`src/rtl/match_sequencer.sv`:
```
// Match sequencer for a two-player paddle game: serve hold, rally goal detection, scoring and game over.
// Defining the PAUSE_EN macro adds a PAUSED state toggled by rising edges of the pause button.
module match_sequencer #(
    parameter int WIN_SCORE   = 9,
    parameter int SERVE_TICKS = 200,
    parameter int GOAL_L      = 10,
    parameter int GOAL_R      = 630
) (
    input  logic       clk,
    input  logic       reset,
    input  logic       tick,
    input  logic       start,
    input  logic       pause,
    input  logic [9:0] ballx1,
    input  logic [9:0] ballx2,
    output logic       ball_rst,
    output logic       move_en,
    output logic       serve_dir,
    output logic [3:0] p1score,
    output logic [3:0] p2score,
    output logic       game_over,
    output logic       winner,
    output logic [2:0] state
);
    localparam int            CW       = (SERVE_TICKS > 1) ? $clog2(SERVE_TICKS) : 1;
    localparam logic [CW-1:0] CNT_LAST = CW'(SERVE_TICKS - 1);
    localparam logic [3:0]    WIN      = 4'(WIN_SCORE);
    localparam logic [9:0]    GOAL_LX  = 10'(GOAL_L);
    localparam logic [9:0]    GOAL_RX  = 10'(GOAL_R);

    typedef enum logic [2:0] {
        IDLE     = 3'd0,
        SERVE    = 3'd1,
        RALLY    = 3'd2,
        POINT    = 3'd3,
        PAUSED   = 3'd4,
        GAMEOVER = 3'd5
    } state_t;

    state_t        state_q, state_d;
    logic [CW-1:0] cnt_q, cnt_d;
    logic [3:0]    p1_q, p1_d;
    logic [3:0]    p2_q, p2_d;
    logic          dir_q, dir_d;
    logic          win_q, win_d;
    logic          start_prev_q;
    logic          start_edge_s;

`ifdef PAUSE_EN
    logic          pause_prev_q;
    logic          pause_edge_s;
    logic          saved_rally_q, saved_rally_d;
    assign pause_edge_s = pause & ~pause_prev_q;
`else
    logic          unused_pause_s;
    assign unused_pause_s = pause;
`endif

    assign start_edge_s = start & ~start_prev_q;

    function automatic logic [3:0] sat_inc(input logic [3:0] s);
        return (s < WIN) ? s + 4'd1 : s;
    endfunction

    // Next-state, serve counter and score update
    always_comb begin
        state_d = state_q;
        cnt_d   = cnt_q;
        p1_d    = p1_q;
        p2_d    = p2_q;
        dir_d   = dir_q;
        win_d   = win_q;
`ifdef PAUSE_EN
        saved_rally_d = saved_rally_q;
`endif
        case (state_q)
            IDLE: begin
                if (start_edge_s) begin
                    state_d = SERVE;
                    cnt_d   = {CW{1'b0}};
                    dir_d   = 1'b0;
                end else begin
                    state_d = IDLE;
                end
            end
            SERVE: begin
`ifdef PAUSE_EN
                if (pause_edge_s) begin
                    saved_rally_d = 1'b0;
                    state_d       = PAUSED;
                end else
`endif
                if (tick && (cnt_q == CNT_LAST)) begin
                    state_d = RALLY;
                    cnt_d   = {CW{1'b0}};
                end else if (tick) begin
                    cnt_d = cnt_q + CW'(1'b1);
                end else begin
                    cnt_d = cnt_q;
                end
            end
            // Left goal is tested first so it wins a simultaneous double goal
            RALLY: begin
                if (ballx1 <= GOAL_LX) begin
                    p2_d    = sat_inc(p2_q);
                    dir_d   = 1'b0;
                    state_d = POINT;
                end else if (ballx2 >= GOAL_RX) begin
                    p1_d    = sat_inc(p1_q);
                    dir_d   = 1'b1;
                    state_d = POINT;
                end
`ifdef PAUSE_EN
                else if (pause_edge_s) begin
                    saved_rally_d = 1'b1;
                    state_d       = PAUSED;
                end
`endif
                else begin
                    state_d = RALLY;
                end
            end
            POINT: begin
                if ((p1_q == WIN) || (p2_q == WIN)) begin
                    state_d = GAMEOVER;
                    win_d   = (p2_q == WIN);
                end else begin
                    state_d = SERVE;
                    cnt_d   = {CW{1'b0}};
                end
            end
            GAMEOVER: begin
                if (start_edge_s) begin
                    state_d = SERVE;
                    cnt_d   = {CW{1'b0}};
                    p1_d    = 4'd0;
                    p2_d    = 4'd0;
                    dir_d   = 1'b0;
                    win_d   = 1'b0;
                end else begin
                    state_d = GAMEOVER;
                end
            end
`ifdef PAUSE_EN
            PAUSED: begin
                if (pause_edge_s) begin
                    state_d = saved_rally_q ? RALLY : SERVE;
                end else begin
                    state_d = PAUSED;
                end
            end
`endif
            default: begin
                state_d = IDLE;
                cnt_d   = {CW{1'b0}};
                p1_d    = 4'd0;
                p2_d    = 4'd0;
                dir_d   = 1'b0;
                win_d   = 1'b0;
            end
        endcase
    end

    // State, score and edge-detect registers with synchronous reset
    always_ff @(posedge clk) begin
        if (reset) begin
            state_q      <= IDLE;
            cnt_q        <= {CW{1'b0}};
            p1_q         <= 4'd0;
            p2_q         <= 4'd0;
            dir_q        <= 1'b0;
            win_q        <= 1'b0;
            start_prev_q <= 1'b0;
`ifdef PAUSE_EN
            pause_prev_q  <= 1'b0;
            saved_rally_q <= 1'b0;
`endif
        end else begin
            state_q      <= state_d;
            cnt_q        <= cnt_d;
            p1_q         <= p1_d;
            p2_q         <= p2_d;
            dir_q        <= dir_d;
            win_q        <= win_d;
            start_prev_q <= start;
`ifdef PAUSE_EN
            pause_prev_q  <= pause;
            saved_rally_q <= saved_rally_d;
`endif
        end
    end

    // Ball/paddle controls decoded from the registered state only
    always_comb begin
        ball_rst  = 1'b1;
        move_en   = 1'b0;
        game_over = 1'b0;
        case (state_q)
            RALLY: begin
                ball_rst = 1'b0;
                move_en  = 1'b1;
            end
            GAMEOVER: game_over = 1'b1;
`ifdef PAUSE_EN
            PAUSED:   ball_rst = ~saved_rally_q;
`endif
            default:  ball_rst = 1'b1;
        endcase
    end

    assign state     = state_q;
    assign p1score   = p1_q;
    assign p2score   = p2_q;
    assign serve_dir = dir_q;
    assign winner    = win_q;
endmodule

```
`config.mk`:
```
export PLATFORM = sky130hd
export DESIGN_NAME = match_sequencer
export DESIGN_NICKNAME = d
export VERILOG_FILES = /design/src/rtl/match_sequencer.sv
export SDC_FILE = /design/constraint.sdc
export NUM_CORES = 1
export LEC_CHECK = 0
export CAP_MARGIN = 30
export CORE_MARGIN = 2
export CORE_UTILIZATION = 42
export DETAILED_ROUTE_END_ITERATION = 12
export GPL_TIMING_DRIVEN = 0
export PLACE_DENSITY_LB_ADDON = 0.12
export SLEW_MARGIN = 20
export SYNTH_ARGS = -nofsm -noshare
export SYNTH_HDL_FRONTEND = slang
export SYNTH_SLANG_ARGS = --single-unit
```
`constraint.sdc`:
```
create_clock -name clk -period 1.7 [get_ports clk]
set_input_delay 0.17 -clock clk [delete_from_list [all_inputs] [get_ports clk]]
set_output_delay 0.17 -clock clk [all_outputs]
set_load 0.03 [all_outputs]
```
==> summary.md <==
| Metric | Value |
|---|---|
| Status | `finished, violations left` |
| Failing checks | `setup timing` |
| Routed length per instance | `14.44 um` |
| Post-synth top area share | `32.68%` |
| CTS tree | `done` |
| WHS | `0.3330 ns` |
| Critical path startpoint | `start_prev_q$_SDFF_PP0_` |
| Num CTS Buffers | `3` |
| Crit-path max FO | `6` |
| All-Layer GR Usage | `20.64%` |
| Final hold vios | `0` |
| Mux cell area share after synthesis | `1.486%` |
| H-tree levels | `1` |
| Via count | `1453` |
| Die Width | `60.65 um` |
| Global-route wire length before repair | `5740 um` |
| # setup viols final | `6` |
| WP data arrival | `2.04 ns` |
| Slew @ Worst Pin | `0.5770 ns` |
| Die H | `60.65 um` |
| Fmax | `0.5551 GHz` |
| Die area | `0.003678 mm^2` |
| Async set or reset register ratio after synthesis | `0%` |
| Max clock buf depth | `2` |
| Max-Slew Margin vs Limit | `61.53%` |
| Final instance area | `0.002077 mm^2` |
| Core Area | `0.003053 mm^2` |
| RSZ-0062 raised after global routing | `true` |
| # Max-Cap Violations | `0` |
| Remaining Overflow, GRT | `0` |
| Initial Util | `44.14%` |
| Hpwl dp | `2606 um` |
| Final setup margin | `-0.1013 ns` |
| Nets@finish | `250` |
| Crit Path Class | `register to register` |
| Worst hold path type | `input port to register` |
| Num Clock Sinks | `22` |
| CP required | `1.94 ns` |
| RR Startpoint | `start_prev_q$_SDFF_PP0_` |
| Largest cells by area after synthesis | `dfxtp_1 (33%), ha_1 (6.5%), o21ai_0 (5.6%)` |
| Startpoint Class | `register` |
| Later-pin clock latency in the skew report | `0.32 ns` |
| Synth Area in Adders | `6.500%` |
| Post-route DRC | `0` |
| Distinct cell type count after synthesis | `43` |
| Final cycle utilization of the critical path | `106.0%` |
| Number of global-route vias before repair | `1234` |
| Seq/Total Area, Yosys | `32.68%` |
| Num ports | `41` |
| Cell row count | `20` |
| CP endpoint | `cnt_q[6]$_SDFFE_PP0P_` |
| # diodes | `0` |
| Cell Pwr Density | `720.6 mW/mm^2` |
| Count of pins over their slew limit | `0` |
| Reg clk slew, reported paths | `0.13 ns` |
| Top FF cell, synth | `dfxtp_1` |
| Detailed Route Iter0 Violations | `48` |
| Clk_skew | `0.002673 ns` |
| Critical path endpoint category | `register` |
| Syn_area_per_cell | `8.318 um^2` |
| P&R area growth vs syn | `54.13%` |
| Mapped Cells | `162` |
| R2r setup slk | `-0.10 ns` |
| Synthesized flop and latch total | `22` |
| Vias per cell | `5.567` |
| Total wire length | `3768 um` |
| Maximum vdd drop | `397.8 uV` |
| Syn Nets | `194` |
| Post-synth EDFFs | `0` |
| Commonest non-fill, non-tap cell in the layout | `clkdlybuf4s50_1` |
| Area leader, netlist | `dfxtp_1` |
| Post-Syn Area | `0.001348 mm^2` |
| Root buf cell | `clkbuf_4` |
| Routed Antenna Nets | `0` |
| Largest net degree at the start of global routing | `14` |
| Lkg Pwr | `0.0008044 uW` |
| Largest family of logic cells by synthesized area | `compound AO/OA/AOI/OAI gates` |
| Synth warnings | `0` |
| Post-synthesis compound-gate area fraction | `27.76%` |
| Share of cells above drive strength 1 | `27.65%` |
| R2r endpoint | `cnt_q[6]$_SDFFE_PP0P_` |
| GP Congestion | `0.7561` |
| Port bufs | `37` |
| Clock period minus worst slack | `1.801 ns` |
| XOR/XNOR share of the synthesized area | `1.300%` |
| Most frequent cells in the layout | `clkdlybuf4s50_1 (32), buf_4 (17), nand2_1 (14)` |
| Post-Synth Simple-Gate Area | `25.63%` |
| Placed inst area | `0.001800 mm^2` |
| Antenna violations before repair | `0` |
| R2R cell count | `6` |
| Initial DRT Pass Iterations | `4` |
sequential cells by signal (all words and copies together) (netlist names):
signal        flops
start_prev_q      1
winner            1
p2score           4
p1score           4
serve_dir         1
cnt_q             8
state             3
kinds of logic (layout without fill, tap and decap cells):
logic type               count (synthesis)  in the layout
AND/OR/NAND/NOR                         64             64
AO/OA/AOI/OAI                           49             49
flip-flops                              22             22
buffers and inverters                   16             71
adder cells (fa/ha/maj)                  7              7
XOR/XNOR                                 2              2
multiplexers                             2              2
synthesized netlist by cell type, types with 3 or more instances:
cell and n:
or3_1 3, and3_1 4, nand2b_1 3, nor2_1 12, nand3_1 6, nand2_1 15, nand4_1 3, a21oi_1 9
nor3b_1 4, nor2b_1 4, inv_1 10, o21ai_0 15, dfxtp_1 22, ha_1 7, a21o_1 3, nor3_1 3
clkbuf_1 3, a32o_1 5
per-stage QoR:
stage	power, uW	setup slack, ns	instances	util [%]	TNS (ns)
6_report	1497	-0.1013	261	68.03	-0.2204
5_1_grt	1566	-0.1889	261	68.03	-1.034
4_1_cts	1459	-0.03245	258	65.29	-0.03245
3_5_place_dp	978.4	-0.5582	243	58.98	-7.562
3_3_place_gp	972.5	-0.5269	243	58.98	-6.761
2_1_floorplan	829.5	-0.003650	162	-	-0.003650
layer usage:
layer / up-vias / routed length [um] / GRT usage (%)
li1: 711 / - / -
met1: 685 / 1718 / 27.66
met2: 48 / 1759 / 33.79
met3: 9 / 204 / 3.625
met4: 0 / 86 / 6.522
met5: - / 0 / 0
layout make-up:
cell class | count | area (um^2)
clock buffer | 3 | 22.52
fill | 270 | 975.9
timing repair buffer | 52 | 475.5
sequential | 22 | 459.2
inverter | 10 | 40.04
buffer | 5 | 27.53
tap | 44 | 55.05
clock inverter | 1 | 30.03
multi-input combinational | 124 | 967.2
worst max-delay path, stage by stage, from the launching register on:
cell      delay, ns
dfxtp_1        0.33
nand2b_2       0.24
o211ai_1       0.37
o211ai_1       0.24
buf_4          0.19
a21o_1         0.14
a32o_1         0.20
timing repair:
action	CTS	global route
gates resized for setup	31	27
hold buffers	0	0
setup endpoints to repair	20	19
pin swaps	9	13
buffers inserted	12	4
report_power, final:
| group | internal, uW | leakage (uW) | switching (uW) |
|---|---|---|---|
| registers | 530 | 0.000183 | 10.1 |
| logic | 244 | 0.000593 | 295 |
| clock network | 239 | 0.0000279 | 179 |
how the worst min path moves through the flow:
| stage | start | to | slack, ns | cells past startpoint |
|---|---|---|---|---|
| 2_1_floorplan | start | start_prev_q$_SDFF_PP0_ | 0.30 | 1 |
| 3_3_place_gp | cnt_q[1]$_SDFFE_PP0P_ | cnt_q[1]$_SDFFE_PP0P_ | 0.46 | 2 |
| 3_5_place_dp | cnt_q[1]$_SDFFE_PP0P_ | cnt_q[1]$_SDFFE_PP0P_ | 0.47 | 2 |
| 4_1_cts | reset | p2score[0]$_SDFFE_PP0P_ | 0.31 | 2 |
| 5_1_grt | reset | p2score[0]$_SDFFE_PP0P_ | 0.36 | 2 |
| 6_report | reset | p2score[0]$_SDFFE_PP0P_ | 0.33 | 2 |
Power figures use the tool's default switching activity.
